$ cat config.mk
export PLATFORM = sky130hd
export DESIGN_NAME = mem_wr_ctrl_flat
export DESIGN_NICKNAME = d
export VERILOG_FILES = /design/src/rtl/mem_pkg.sv /design/src/rtl/mem_wr_ctrl_if.sv /design/src/rtl/mem_skew_sreg.sv /design/src/rtl/mem_wr_ctrl.sv /design/src/flat_wrapper.sv
export SDC_FILE = /design/constraint.sdc
export NUM_CORES = 1
export LEC_CHECK = 0
export CORE_ASPECT_RATIO = 1.4
export CORE_MARGIN = 2
export CORE_UTILIZATION = 30
export CTS_BUF_LIST = sky130_fd_sc_hd__clkbuf_8
export DETAILED_ROUTE_END_ITERATION = 8
export PLACE_DENSITY = 0.65
export SLEW_MARGIN = 20
export SYNTH_ARGS = -nofsm -noshare
export SYNTH_HDL_FRONTEND = slang
export SYNTH_SLANG_ARGS = --single-unit
$ cat constraint.sdc
create_clock -name clk -period 5.9 [get_ports clk]
set_input_delay 0.885 -clock clk [delete_from_list [all_inputs] [get_ports clk]]
set_output_delay 0.885 -clock clk [all_outputs]
set_load 0.01 [all_outputs]
$ cat src/rtl/mem_pkg.sv
// Shared definitions for the accumulator memory read/write controllers.
package mem_pkg;

    localparam int MEM_ADDR_WIDTH = 8;

    // Address parked on every bank port while a controller is idle.
    localparam logic [MEM_ADDR_WIDTH-1:0] MEM_IDLE_ADDR = {MEM_ADDR_WIDTH{1'b1}};

    typedef enum logic [1:0] {
        IDLE  = 2'd0,
        RUN   = 2'd1,
        DRAIN = 2'd2
    } mem_wr_state_e;

endpackage

$ cat src/rtl/mem_wr_ctrl_if.sv
// Command, status and per-bank write port bundle of the accumulator write controller.
interface mem_wr_ctrl_if
    import mem_pkg::*;
#(
    parameter int SYS_COL    = 16,
    parameter int DATA_WIDTH = 16,
    parameter int ADDR_WIDTH = MEM_ADDR_WIDTH
);

    logic                  wr_start;
    logic [DATA_WIDTH-1:0] num_row;
    logic [ADDR_WIDTH-1:0] base_addr;
    logic                  acc_mode;
    logic                  col0_valid;
    logic [SYS_COL-1:0]    wr_en_out;
    logic [SYS_COL-1:0]    wr_acc;
    logic [ADDR_WIDTH-1:0] wr_addr [0:SYS_COL-1];
    logic                  busy;
    logic                  done;
    logic                  ovf;

    modport master (
        output wr_start, num_row, base_addr, acc_mode, col0_valid,
        input  wr_en_out, wr_acc, wr_addr, busy, done, ovf
    );

    modport slave (
        input  wr_start, num_row, base_addr, acc_mode, col0_valid,
        output wr_en_out, wr_acc, wr_addr, busy, done, ovf
    );

endinterface

$ cat src/rtl/mem_skew_sreg.sv
// Serial-in/parallel-out skew register: bit j is the serial input delayed by j+1 cycles.
module mem_skew_sreg #(
    parameter int WIDTH = 16
) (
    input  logic             clk,
    input  logic             rst,
    input  logic             clr,
    input  logic             din,
    output logic [WIDTH-1:0] q
);

    logic [WIDTH-1:0] sreg_r;

    // Shift one column per cycle; synchronous clear wins over the shift.
    always_ff @(posedge clk or posedge rst) begin
        if (rst) begin
            sreg_r <= {WIDTH{1'b0}};
        end else if (clr) begin
            sreg_r <= {WIDTH{1'b0}};
        end else begin
            sreg_r <= {sreg_r[WIDTH-2:0], din};
        end
    end

    assign q = sreg_r;

endmodule

$ cat src/rtl/mem_wr_ctrl.sv
// Accumulator write controller: de-skews the systolic array output stream into per-bank writes.
module mem_wr_ctrl
    import mem_pkg::*;
#(
    parameter int SYS_ROW    = 16,
    parameter int SYS_COL    = 16,
    parameter int DATA_WIDTH = 16,
    parameter int ACCUM_SIZE = 4096,
    parameter int ADDR_WIDTH = MEM_ADDR_WIDTH
) (
    input  logic          clk,
    input  logic          rst,
    mem_wr_ctrl_if.slave  bus
);

    localparam int ACCUM_ROW   = ACCUM_SIZE / SYS_COL;
    localparam int COUNT_WIDTH = $clog2(ACCUM_ROW) + 1;

    // The skew register needs at least two columns and the row count must fit num_row.
    if (SYS_ROW < 1 || SYS_COL < 2 || DATA_WIDTH < COUNT_WIDTH) begin : g_bad_params
        $error("mem_wr_ctrl: unsupported parameter combination");
    end

    mem_wr_state_e state_r;
    mem_wr_state_e state_s;

    logic [COUNT_WIDTH-1:0] cnt_r;
    logic [COUNT_WIDTH-1:0] eff_rows_r;
    logic [COUNT_WIDTH-1:0] eff_rows_s;
    logic                   acc_mode_r;
    logic                   busy_r;
    logic                   done_r;
    logic                   ovf_r;
    logic [SYS_COL-1:0]     wr_acc_r;
    logic [ADDR_WIDTH-1:0]  addr_r [0:SYS_COL-1];

    logic                   accept_s;
    logic                   inj_s;
    logic                   finish_s;
    logic                   done_s;
    logic [SYS_COL-1:0]     skew_s;
    logic [SYS_COL-1:0]     skew_nxt_s;

    mem_skew_sreg #(
        .WIDTH (SYS_COL)
    ) u_skew (
        .clk (clk),
        .rst (rst),
        .clr (accept_s),
        .din (inj_s),
        .q   (skew_s)
    );

    // Clamp the requested row count to the depth of one bank.
    always_comb begin
        eff_rows_s = {COUNT_WIDTH{1'b0}};
        if (bus.num_row > DATA_WIDTH'(ACCUM_ROW)) begin
            eff_rows_s = COUNT_WIDTH'(ACCUM_ROW);
        end else begin
            eff_rows_s = bus.num_row[COUNT_WIDTH-1:0];
        end
    end

    // FSM state register.
    always_ff @(posedge clk or posedge rst) begin
        if (rst) begin
            state_r <= IDLE;
        end else begin
            state_r <= state_s;
        end
    end

    // Next-state and per-cycle control decode.
    always_comb begin
        state_s  = state_r;
        accept_s = 1'b0;
        inj_s    = 1'b0;
        finish_s = 1'b0;
        case (state_r)
            IDLE: begin
                if (bus.wr_start) begin
                    accept_s = 1'b1;
                    if (eff_rows_s == {COUNT_WIDTH{1'b0}}) begin
                        state_s = IDLE;
                    end else begin
                        state_s = RUN;
                    end
                end else begin
                    state_s = IDLE;
                end
            end
            RUN: begin
                inj_s = bus.col0_valid && (cnt_r < eff_rows_r);
                if (inj_s && ((cnt_r + COUNT_WIDTH'(1)) == eff_rows_r)) begin
                    state_s = DRAIN;
                end else begin
                    state_s = RUN;
                end
            end
            DRAIN: begin
                // Only the last column still holds a bit: the next shift empties the register.
                if (skew_s[SYS_COL-2:0] == {(SYS_COL-1){1'b0}}) begin
                    finish_s = 1'b1;
                    state_s  = IDLE;
                end else begin
                    state_s  = DRAIN;
                end
            end
            default: begin
                state_s = IDLE;
            end
        endcase
    end

    assign done_s     = (accept_s && (eff_rows_s == {COUNT_WIDTH{1'b0}})) || finish_s;
    assign skew_nxt_s = accept_s ? {SYS_COL{1'b0}} : {skew_s[SYS_COL-2:0], inj_s};

    // Job parameters, row counter and registered status flags.
    always_ff @(posedge clk or posedge rst) begin
        if (rst) begin
            cnt_r      <= {COUNT_WIDTH{1'b0}};
            eff_rows_r <= {COUNT_WIDTH{1'b0}};
            acc_mode_r <= 1'b0;
            busy_r     <= 1'b0;
            done_r     <= 1'b0;
            ovf_r      <= 1'b0;
            wr_acc_r   <= {SYS_COL{1'b0}};
        end else begin
            busy_r   <= (state_s != IDLE);
            done_r   <= done_s;
            wr_acc_r <= skew_nxt_s & {SYS_COL{acc_mode_r}};
            if (accept_s) begin
                eff_rows_r <= eff_rows_s;
                acc_mode_r <= bus.acc_mode;
                cnt_r      <= {COUNT_WIDTH{1'b0}};
                ovf_r      <= 1'b0;
            end else begin
                if (inj_s) begin
                    cnt_r <= cnt_r + COUNT_WIDTH'(1);
                end
                if ((state_r == DRAIN) && bus.col0_valid) begin
                    ovf_r <= 1'b1;
                end
            end
        end
    end

    // Per-bank address: advances after each write of that bank, parks at all-ones when idle.
    always_ff @(posedge clk or posedge rst) begin
        if (rst) begin
            for (int j = 0; j < SYS_COL; j++) begin
                addr_r[j] <= {ADDR_WIDTH{1'b1}};
            end
        end else begin
            for (int j = 0; j < SYS_COL; j++) begin
                if (accept_s) begin
                    addr_r[j] <= bus.base_addr;
                end else if (finish_s) begin
                    addr_r[j] <= {ADDR_WIDTH{1'b1}};
                end else if (skew_s[j]) begin
                    addr_r[j] <= addr_r[j] + ADDR_WIDTH'(1);
                end
            end
        end
    end

    assign bus.wr_en_out = skew_s;
    assign bus.wr_acc    = wr_acc_r;
    assign bus.wr_addr   = addr_r;
    assign bus.busy      = busy_r;
    assign bus.done      = done_r;
    assign bus.ovf       = ovf_r;

endmodule

$ cat src/flat_wrapper.sv
// flat-port wrapper written by rule: the top's interface ports become plain ports
module mem_wr_ctrl_flat import mem_pkg::*;
#(
    parameter int SYS_ROW    = 16,
    parameter int SYS_COL    = 16,
    parameter int DATA_WIDTH = 16,
    parameter int ACCUM_SIZE = 4096,
    parameter int ADDR_WIDTH = MEM_ADDR_WIDTH
)
  (clk, rst, bus_wr_start, bus_num_row, bus_base_addr, bus_acc_mode, bus_col0_valid, bus_wr_en_out, bus_wr_acc, bus_wr_addr, bus_busy, bus_done, bus_ovf);
  mem_wr_ctrl_if #(.SYS_COL(SYS_COL), .DATA_WIDTH(DATA_WIDTH), .ADDR_WIDTH(ADDR_WIDTH)) bus_i ();
  input  logic clk;
  input  logic rst;
  input wire logic [$bits(bus_i.wr_start)-1:0] bus_wr_start;
  input wire logic [$bits(bus_i.num_row)-1:0] bus_num_row;
  input wire logic [$bits(bus_i.base_addr)-1:0] bus_base_addr;
  input wire logic [$bits(bus_i.acc_mode)-1:0] bus_acc_mode;
  input wire logic [$bits(bus_i.col0_valid)-1:0] bus_col0_valid;
  output wire logic [$bits(bus_i.wr_en_out)-1:0] bus_wr_en_out;
  output wire logic [$bits(bus_i.wr_acc)-1:0] bus_wr_acc;
  output wire logic [$bits(bus_i.wr_addr)-1:0] bus_wr_addr;
  output wire logic [$bits(bus_i.busy)-1:0] bus_busy;
  output wire logic [$bits(bus_i.done)-1:0] bus_done;
  output wire logic [$bits(bus_i.ovf)-1:0] bus_ovf;
  assign bus_i.wr_start = bus_wr_start;
  assign bus_i.num_row = bus_num_row;
  assign bus_i.base_addr = bus_base_addr;
  assign bus_i.acc_mode = bus_acc_mode;
  assign bus_i.col0_valid = bus_col0_valid;
  assign bus_wr_en_out = bus_i.wr_en_out;
  assign bus_wr_acc = bus_i.wr_acc;
  assign bus_wr_addr = {>>{bus_i.wr_addr}};
  assign bus_busy = bus_i.busy;
  assign bus_done = bus_i.done;
  assign bus_ovf = bus_i.ovf;
  mem_wr_ctrl #(.SYS_ROW(SYS_ROW), .SYS_COL(SYS_COL), .DATA_WIDTH(DATA_WIDTH), .ACCUM_SIZE(ACCUM_SIZE), .ADDR_WIDTH(ADDR_WIDTH)) u_core (.clk(clk), .rst(rst), .bus(bus_i));
endmodule
Word level (Yosys, flattened, before mapping)
Index checks and enable logic that the tools add are counted. W data, S select, Z words.

Flip-flop bits (word level): 184. Bits of input ports: 29. Output and inout bits: 163. Logic and storage cells: 139.

$add $sub $neg: 17. Order comparisons: 2. Eq/ne operators: 3. Mux-type cells: 64. Bitwise logic cells: 1. Reduce and logical (&&, ||, !) cells: 27.

Operator list (count): $mux W8 (48); $add A8 B1 Y8 const B (16); $reduce_bool A3 Y1 (16); $mux W9 (3); $and A16 B16 Y16 (1); $gt A16 B9 Y1 const B (1); $mux W16 (1); $logic_not A15 Y1 (1); $add A9 B1 Y9 const B (1); $eq A9 B9 Y1 (1); $logic_not A9 Y1 (1); $lt A9 B9 Y1 (1); $mux W1 (9); $pmux W2 S3 (1); $reduce_bool A2 Y1 (3); $logic_and A1 B1 Y1 (4); $mux W2 (2); $eq A2 B1 Y1 const B (1); $eq A2 B2 Y1 const B (1); $logic_not A2 Y1 (1); $logic_or A1 B1 Y1 (1).

Longest topological paths before layout
Gate-level depths: netlist (run 1).

Depth in word-level cells: 7. Depth in mapped cells: 9. Mapped depth without buffers: 8.

Modules after synthesis
From an unflattened synthesis (run 1), not the netlist that was laid out.

Cell total of the unflattened synthesis: 880. Area total of the unflattened synthesis: 9437.8 um2.

By module, submodules not included: mem_wr_ctrl (times used 1, cells each 846, area an instance 8889.8 um2); mem_skew_sreg (times used 1, cells each 34, area an instance 548.0 um2).

Least setup slack after synthesis (run 1)
No wires, ideal clock.

Path type: input -> register. Start: input port bus_col0_valid. End: register u_core.cnt_r[3]. Library setup time: 121 ps. Data arrival time: 2043 ps. Required time: 5779 ps. Setup slack: 3736 ps. Stages: 5. Cell sequence: o2111a_1 nand3b_1 nor2_2 mux2_2 a22o_1.

Longest elaborated chain between the ends: 3.

Ends and longest elaborated chain: start, declared (RTL line flat_wrapper.sv:18) `input wire logic [$bits(bus_i.col0_valid)-1:0] bus_col0_valid;`; $logic_and A1 B1 Y1 (RTL line mem_wr_ctrl.sv:93) `inj_s = bus.col0_valid && (cnt_r < eff_rows_r);`; $mux W1 (RTL line mem_wr_ctrl.sv:79) `case (state_r)`; $reduce_bool A2 Y1 (no source line); end signal, assigned (RTL line mem_wr_ctrl.sv:121) `cnt_r <= {COUNT_WIDTH{1'b0}};`; end signal, assigned (RTL line mem_wr_ctrl.sv:135) `cnt_r <= {COUNT_WIDTH{1'b0}};`; end signal, assigned (RTL line mem_wr_ctrl.sv:139) `cnt_r <= cnt_r + COUNT_WIDTH'(1);`; end, declared (RTL line mem_wr_ctrl.sv:27) `logic [COUNT_WIDTH-1:0] cnt_r;`.

Every way passes these cells. A chain may end at the register's enable or synchronous reset.

Final worst setup path (run 1)
Start: register u_core.u_skew.sreg_r[5], in the netlist u_core.u_skew.q[5]. End: register u_core.addr_r (netlist bit u_core.bus.wr_addr[45]).

Longest elaborated chain between the ends: 5.

Ends and longest elaborated chain: start, declared (RTL line mem_skew_sreg.sv:12) `logic [WIDTH-1:0] sreg_r;`; start signal, assigned (RTL line mem_skew_sreg.sv:17) `sreg_r <= {WIDTH{1'b0}};`; start signal, assigned (RTL line mem_skew_sreg.sv:19) `sreg_r <= {WIDTH{1'b0}};`; start signal, assigned (RTL line mem_skew_sreg.sv:21) `sreg_r <= {sreg_r[WIDTH-2:0], din};`; $logic_not A15 Y1 (*) (RTL line mem_wr_ctrl.sv:102) `if (skew_s[SYS_COL-2:0] == {(SYS_COL-1){1'b0}}) begin`; $mux W1 (*) (RTL line mem_wr_ctrl.sv:102); $mux W1 (*) (RTL line mem_wr_ctrl.sv:79); $mux W8 (RTL line mem_wr_ctrl.sv:158) `end else if (finish_s) begin`; $mux W8 (RTL line mem_wr_ctrl.sv:156) `if (accept_s) begin`; end signal, assigned by index (RTL line mem_wr_ctrl.sv:157) `addr_r[j] <= bus.base_addr;`; end signal, assigned by index (RTL line mem_wr_ctrl.sv:159) `addr_r[j] <= {ADDR_WIDTH{1'b1}};`; end signal, assigned by index (RTL line mem_wr_ctrl.sv:161) `addr_r[j] <= addr_r[j] + ADDR_WIDTH'(1);`; end, declared (RTL line mem_wr_ctrl.sv:35) `logic [ADDR_WIDTH-1:0] addr_r [0:SYS_COL-1];`.

Mark *: on every way between the ends. The rest lies on a longest branch, timed or not.

==> results.py, run 1 <==
metrics = {
    "outcome": {
        "outcome": "complete, no violations",
    },
    "synthesis": {
        "avgSynthCellArea_um2": 10.5,
        "ys_async_sr_fraction": 1.00,
        "syn-num-nets": 910,
        "synth_edf_count": 0,
        "synth_cell_type_count": 47,
        "ys_ff_latch": 184,
        "ys.flop_type": "dfstp_2",
        "synth.cell_area_um2": 8990,
        "ys_seq_area_frac": 0.530,
        "synth_warnings": 0,
        "synth_cells": 855,
    },
    "floorplanning": {
        "coreArea_um2": 29700,
        "dieArea_um2": 31400,
        "rows": 75,
        "initial_core_util": 0.302,
        "dieWidth_um": 150,
        "io_pins": 192,
        "die_h_um": 209,
    },
    "sta": {
        "finalClockSkew_ns": 0.0220,
        "worst_pin_slew_ns": 1.03,
        "fin_crit_ns": 3.01,
        "hold_viol": 0,
        "finalCritPeriodShare": 0.510,
        "max_slew_margin": 0.315,
        "setup_tns_ns": 0,
        "fmax_mhz": 332,
        "rsz0062_at_grt": "no",
        "finalSetupViolations": 0,
        "slew_violations": 0,
    },
    "power_and_ir_drop": {
        "p_leak_nw": 4.50,
        "p_per_area_nw_per_um2": 615,
        "ir_drop_mv": 0.269,
    },
    "clock_network": {
        "clkLatencyLatePin_ns": 0.48,
        "clockBufferDepth": 2,
        "path_clk_slew_ns": 0.10,
        "clockRootBuffer": "clkbuf_8",
        "cts_setup_buffers": 0,
        "numCtsBuffers": 17,
        "cts-htree-levels": 4,
        "cts_tree": "yes",
        "cts_sinks": 184,
        "ctsResizeCount": 0,
        "hold_buffers": 0,
    },
    "critical_path": {
        "endpoint_kind": "flip-flop",
        "worst-setup-path-type": "reg2reg",
        "required_ns": 6.29,
        "reg2reg_to": "u_core.bus.wr_addr[45]$_DFFE_PP1P_",
        "startpoint": "u_core.u_skew.q[5]$_DFF_PP0_",
        "r2r-start": "u_core.u_skew.q[5]$_DFF_PP0_",
        "start_kind": "flip-flop",
        "rr_worst_depth": 6,
        "r2r_slack_ns": 2.89,
        "crit_fanout": 54,
        "cp.arrival_ns": 3.40,
    },
    "drt": {
        "wl_per_cell_um": 18.8,
        "drtIter0Drc": 321,
        "drc": 0,
        "drtPass1Iterations": 4,
        "num_vias": 7061,
        "wl_um": 26700,
        "viasPerCell": 4.96,
        "ant_nets": 0,
    },
    "final_layout": {
        "fin_area_um2": 11600,
        "synthToLayoutAreaGrowth_pct": 29.3,
        "layout_commonest_cell": "clkdlybuf4s50_1",
        "final_cell_mix": "clkdlybuf4s50_1, a21oi_1, dfstp_2",
        "fin_nets": 1081,
        "drive_gt1_frac": 0.188,
        "antennaDiodeCount": 0,
        "fillers": 2900,
    },
    "placed_design": {
        "dp_hpwl_um": 18100,
        "io_buffers": 191,
        "place.gp.congestion": 0.857,
        "placed_cell_area_um2": 11300,
    },
    "grt": {
        "grt_pass1_vias": 7212,
        "grt_antenna_before_repair": 0,
        "grt_overflow": 0,
        "grt_max_degree": 90,
        "grt_usage": 0.173,
        "grt_pass1_wl_um": 41900,
    },
    "hold_path": {
        "holdPathEnd": "u_core.bus.wr_addr[110]$_DFFE_PP1P_",
        "hold_path.class": "reg2reg",
        "min_from": "u_core.bus.wr_addr[110]$_DFFE_PP1P_",
        "hold_depth": 1,
    },
    "run": {
        "max-cap-violations": 0,
    },
}
power by group:
| group | switching, mW | internal [mW] | total [mW] |
|---|---|---|---|
| clock | 0.513 | 0.309 | 0.822 |
| sequential | 0.934 | 2.21 | 3.15 |
| combinational | 1.38 | 1.80 | 3.18 |
worst max-delay path by stage:
stage                                         end  slack, ns  depth (start not counted)
2_1_floorplan       u_core.acc_mode_r$_DFFE_PP0P_       0.23                          1
3_3_place_gp   u_core.bus.wr_addr[21]$_DFFE_PP1P_       2.63                          7
3_5_place_dp   u_core.bus.wr_addr[45]$_DFFE_PP1P_       2.57                          7
4_1_cts        u_core.bus.wr_addr[45]$_DFFE_PP1P_       2.78                          6
5_1_grt        u_core.bus.wr_addr[40]$_DFFE_PP1P_       2.67                          6
6_report       u_core.bus.wr_addr[45]$_DFFE_PP1P_       2.89                          6
layer usage:
layer	track usage	wire length, µm	up-vias
li1	-	-	3315
met1	0.228	11800	3542
met2	0.283	13100	176
met3	0.0391	1310	28
met4	0.0485	442	0
met5	0	0	-
cell families after synthesis:
family                     after synthesis  synth area share
AOI/OAI and AO/OA                      165             0.100
xor gates and xnor gates               122             0.120
and+or+nand+nor                        272             0.153
adders and majority gates               26            0.0362
buffers and inverters                   61            0.0314
muxes                                   25            0.0284
DFF                                    184             0.530
Yosys cell counts, types with 2 or more instances:
| cell | n | area, µm² |
|---|---|---|
| dfrtp_1 | 56 | 1400 |
| o21ai_1 | 2 | 10.0 |
| buf_6 | 6 | 67.6 |
| a211oi_1 | 2 | 15.0 |
| xnor2_1 | 28 | 245 |
| dfstp_2 | 128 | 3360 |
| and2_1 | 17 | 106 |
| nand2_1 | 89 | 334 |
| nor2_1 | 38 | 143 |
| nand4_1 | 48 | 300 |
| clkbuf_1 | 40 | 150 |
| nor3_1 | 6 | 30.0 |
| ha_1 | 26 | 325 |
| a211o_1 | 3 | 26.3 |
| o21ai_0 | 11 | 55.1 |
| nand3b_1 | 2 | 15.0 |
| nor3b_2 | 2 | 25.0 |
| inv_1 | 11 | 41.3 |
| xor2_1 | 92 | 806 |
| buf_4 | 2 | 15.0 |
| nand3_1 | 21 | 105 |
| a21oi_1 | 133 | 666 |
| a22o_1 | 5 | 43.8 |
| mux2_2 | 4 | 45.0 |
| nor4_1 | 10 | 62.6 |
| mux2i_1 | 21 | 210 |
| and3_1 | 32 | 200 |
layout make-up:
cell class	count	area, µm²	area share
clock buffers	17	234	0.0201
clock inverters	15	135	0.0116
inverters	12	52.6	0.00452
multi-input cells	610	3970	0.342
flip-flops and latches	184	4760	0.410
well taps	385	482	0.0414
repair buffers	201	1990	0.171
worst max-delay path: stages (launching register included):
cell and delay (ns):
dfrtp_1 0.58, nor4_1 0.52, nand4_1 0.24, nor3b_2 0.59, nor2_4 0.30, buf_4 0.40, a21oi_1 0.24
through the flow:
step | total power, mW | hold WS [ns] | util | std cells | setup slack [ns]
after floorplan | 4.72 | 0.480 | - | 855 | 0.226
after global placement | 6.28 | 0.518 | 0.378 | 1392 | 2.63
after detailed placement | 6.35 | 0.520 | 0.378 | 1392 | 2.57
after CTS | 7.21 | 0.536 | 0.391 | 1424 | 2.78
after global routing | 7.67 | 0.555 | 0.391 | 1424 | 2.67
final | 7.15 | 0.536 | 0.391 | 1424 | 2.89
sequential cells by signal (all words and copies together), names as in the netlist, 2 cells and up:
register,count
u_core.u_skew.q,16
u_core.state_r,2
u_core.bus.wr_acc,16
u_core.bus.wr_addr,128
u_core.eff_rows_r,9
u_core.cnt_r,9
Power figures use the tool's default switching activity.
==> run 2: changes to the inputs <==
- clock period: 5.9 -> 2.58 ns (I/O delays scaled with it)
==> run 2 against run 1 <==
- wire length rose by 2.2%
- worst setup slack got worse by 2.7 ns
- combinational power rose to 2.5 times the previous value
- flip-flop and latch count is the same
- clock-buffer cell count did not move
- critical path type unchanged
- largest cell class unchanged
- highest routed layer unchanged
==> results.py, run 2 (same netlist as run 1, synthesis figures left out) <==
metrics = {
    "outcome": {
        "outcome": "complete, no violations",
    },
    "critical_path": {
        "endpoint_kind": "flip-flop",
        "crit_family": "simple AND/OR/NAND/NOR gates",
        "crit_slowest_cell": "or4_1",
        "worst-path-buf-inv": 0,
        "rr_worst_depth": 7,
        "worst-setup-path-type": "reg2reg",
        "start_kind": "flip-flop",
        "r2r-start": "u_core.cnt_r[1]$_DFFE_PP0P_",
        "cp.arrival_ns": 2.80,
        "crit_fanout": 6,
        "cp_cell_sequence": "ha_1, nand3_1, xnor2_1, nor4_2, nand4b_1, or4_1, o31ai_2",
        "reg2reg_to": "u_core.state_r[1]$_DFF_PP0_",
        "required_ns": 2.97,
        "startpoint": "u_core.cnt_r[1]$_DFFE_PP0P_",
        "r2r_slack_ns": 0.17,
        "max_stage_delay_ns": 0.57,
    },
    "hold_path": {
        "hold_depth": 3,
        "holdPathEnd": "u_core.acc_mode_r$_DFFE_PP0P_",
        "hold_path.class": "in2reg",
        "min_from": "bus_acc_mode",
    },
    "final_layout": {
        "largest_register_ffs": 128,
        "layout_commonest_cell": "clkdlybuf4s50_1",
        "fillers": 2931,
        "fin_area_um2": 11900,
        "instances_no_fill": 1458,
        "multi_input_area_um2": 3970,
        "antennaDiodeCount": 0,
        "synthToLayoutAreaGrowth_pct": 32.7,
        "register_area_um2": 4760,
        "fin_nets": 1115,
        "final_cell_mix": "clkdlybuf4s50_1, a21oi_1, dfstp_2",
        "final_util": 0.401,
        "drive_gt1_frac": 0.213,
    },
    "sta": {
        "slew_violations": 0,
        "max_slew_margin": 0.464,
        "finalCritPeriodShare": 0.934,
        "hold_viol": 0,
        "finalSetupViolations": 0,
        "setup_slack_ns": 0.169,
        "finalClockSkew_ns": 0.0204,
        "hold_ws_ns": 0.452,
        "setup_tns_ns": 0,
        "rsz0062_at_grt": "no",
        "fmax_mhz": 415,
        "fin_crit_ns": 2.41,
        "worst_pin_slew_ns": 0.804,
    },
    "drt": {
        "num_vias": 7177,
        "viasPerCell": 4.92,
        "ant_nets": 0,
        "drtPass1Iterations": 5,
        "drtIter0Drc": 371,
        "drc": 0,
        "wl_per_cell_um": 18.7,
        "wl_um": 27300,
    },
    "clock_network": {
        "cts_tree": "yes",
        "cts_setup_buffers": 0,
        "clockRootBuffer": "clkbuf_8",
        "clockBufferDepth": 2,
        "hold_buffers": 0,
        "clkLatencyLatePin_ns": 0.49,
        "ctsResizeCount": 0,
        "path_clk_slew_ns": 0.11,
        "numCtsBuffers": 17,
        "cts_sinks": 184,
        "cts-htree-levels": 4,
    },
    "power_and_ir_drop": {
        "p_leak_nw": 4.69,
        "p_per_area_nw_per_um2": 1390,
        "ir_drop_mv": 0.574,
        "finalPower_mw": 16.6,
    },
    "placed_design": {
        "placed_cell_area_um2": 11600,
        "place.gp.congestion": 0.810,
        "dp.cells": 1426,
        "io_buffers": 191,
        "dp_hpwl_um": 19300,
        "preCtsSetupSlack_ns": 0.193,
    },
    "grt": {
        "grt_antenna_before_repair": 0,
        "grt_usage": 0.178,
        "grt_pass1_vias": 7444,
        "grt_overflow": 0,
        "grt_pass1_wl_um": 42700,
        "grt_max_degree": 80,
    },
    "floorplanning": {
        "die_h_um": 209,
        "io_pins": 192,
        "rows": 75,
        "initial_core_util": 0.302,
        "coreArea_um2": 29700,
        "dieArea_um2": 31400,
        "dieWidth_um": 150,
    },
    "run": {
        "max-cap-violations": 0,
    },
}
## run 2: worst max path at each step
stage,to,slack (ns),depth (start not counted)
6_report,u_core.state_r[1]$_DFF_PP0_,0.17,7
5_1_grt,u_core.state_r[1]$_DFF_PP0_,0.03,7
4_1_cts,u_core.state_r[1]$_DFF_PP0_,0.17,7
3_5_place_dp,u_core.bus.wr_addr[35]$_DFFE_PP1P_,0.19,6
3_3_place_gp,u_core.cnt_r[4]$_DFFE_PP0P_,0.24,5
2_1_floorplan,u_core.acc_mode_r$_DFFE_PP0P_,-0.07,1
## run 2: cell type report
cell class,instances,share of cell area
clock buffer,17,0.0196
clock inverter,15,0.0113
inverter,12,0.00409
multi-input combinational,610,0.333
sequential,184,0.399
tap,385,0.0404
timing repair buffer,235,0.192
## run 2: report_power, final
group          total [mW]  switching [mW]  leakage, nW  internal [mW]
clock network        1.89            1.18        0.179          0.707
logic                7.95            3.64         2.45           4.31
registers            6.75            1.68         2.06           5.06
total                16.6            6.50         4.69           10.1
## run 2: routing by layer
metal  track usage  share of wire
met2         0.299           0.50
met1         0.227           0.44
met3        0.0467          0.051
met4        0.0423          0.015
met5             0              0
## run 2: worst min-delay path, delay by kind of cell
kind	cells	cell delay, ns
buf+inv	1	0.41
simple gates	2	0.11
==> run 3: changes to the inputs <==
- SLEW_MARGIN: 20 -> not set
==> results of run 3 <==
The final DEF is identical to that of run 2; final timing and power are the same.
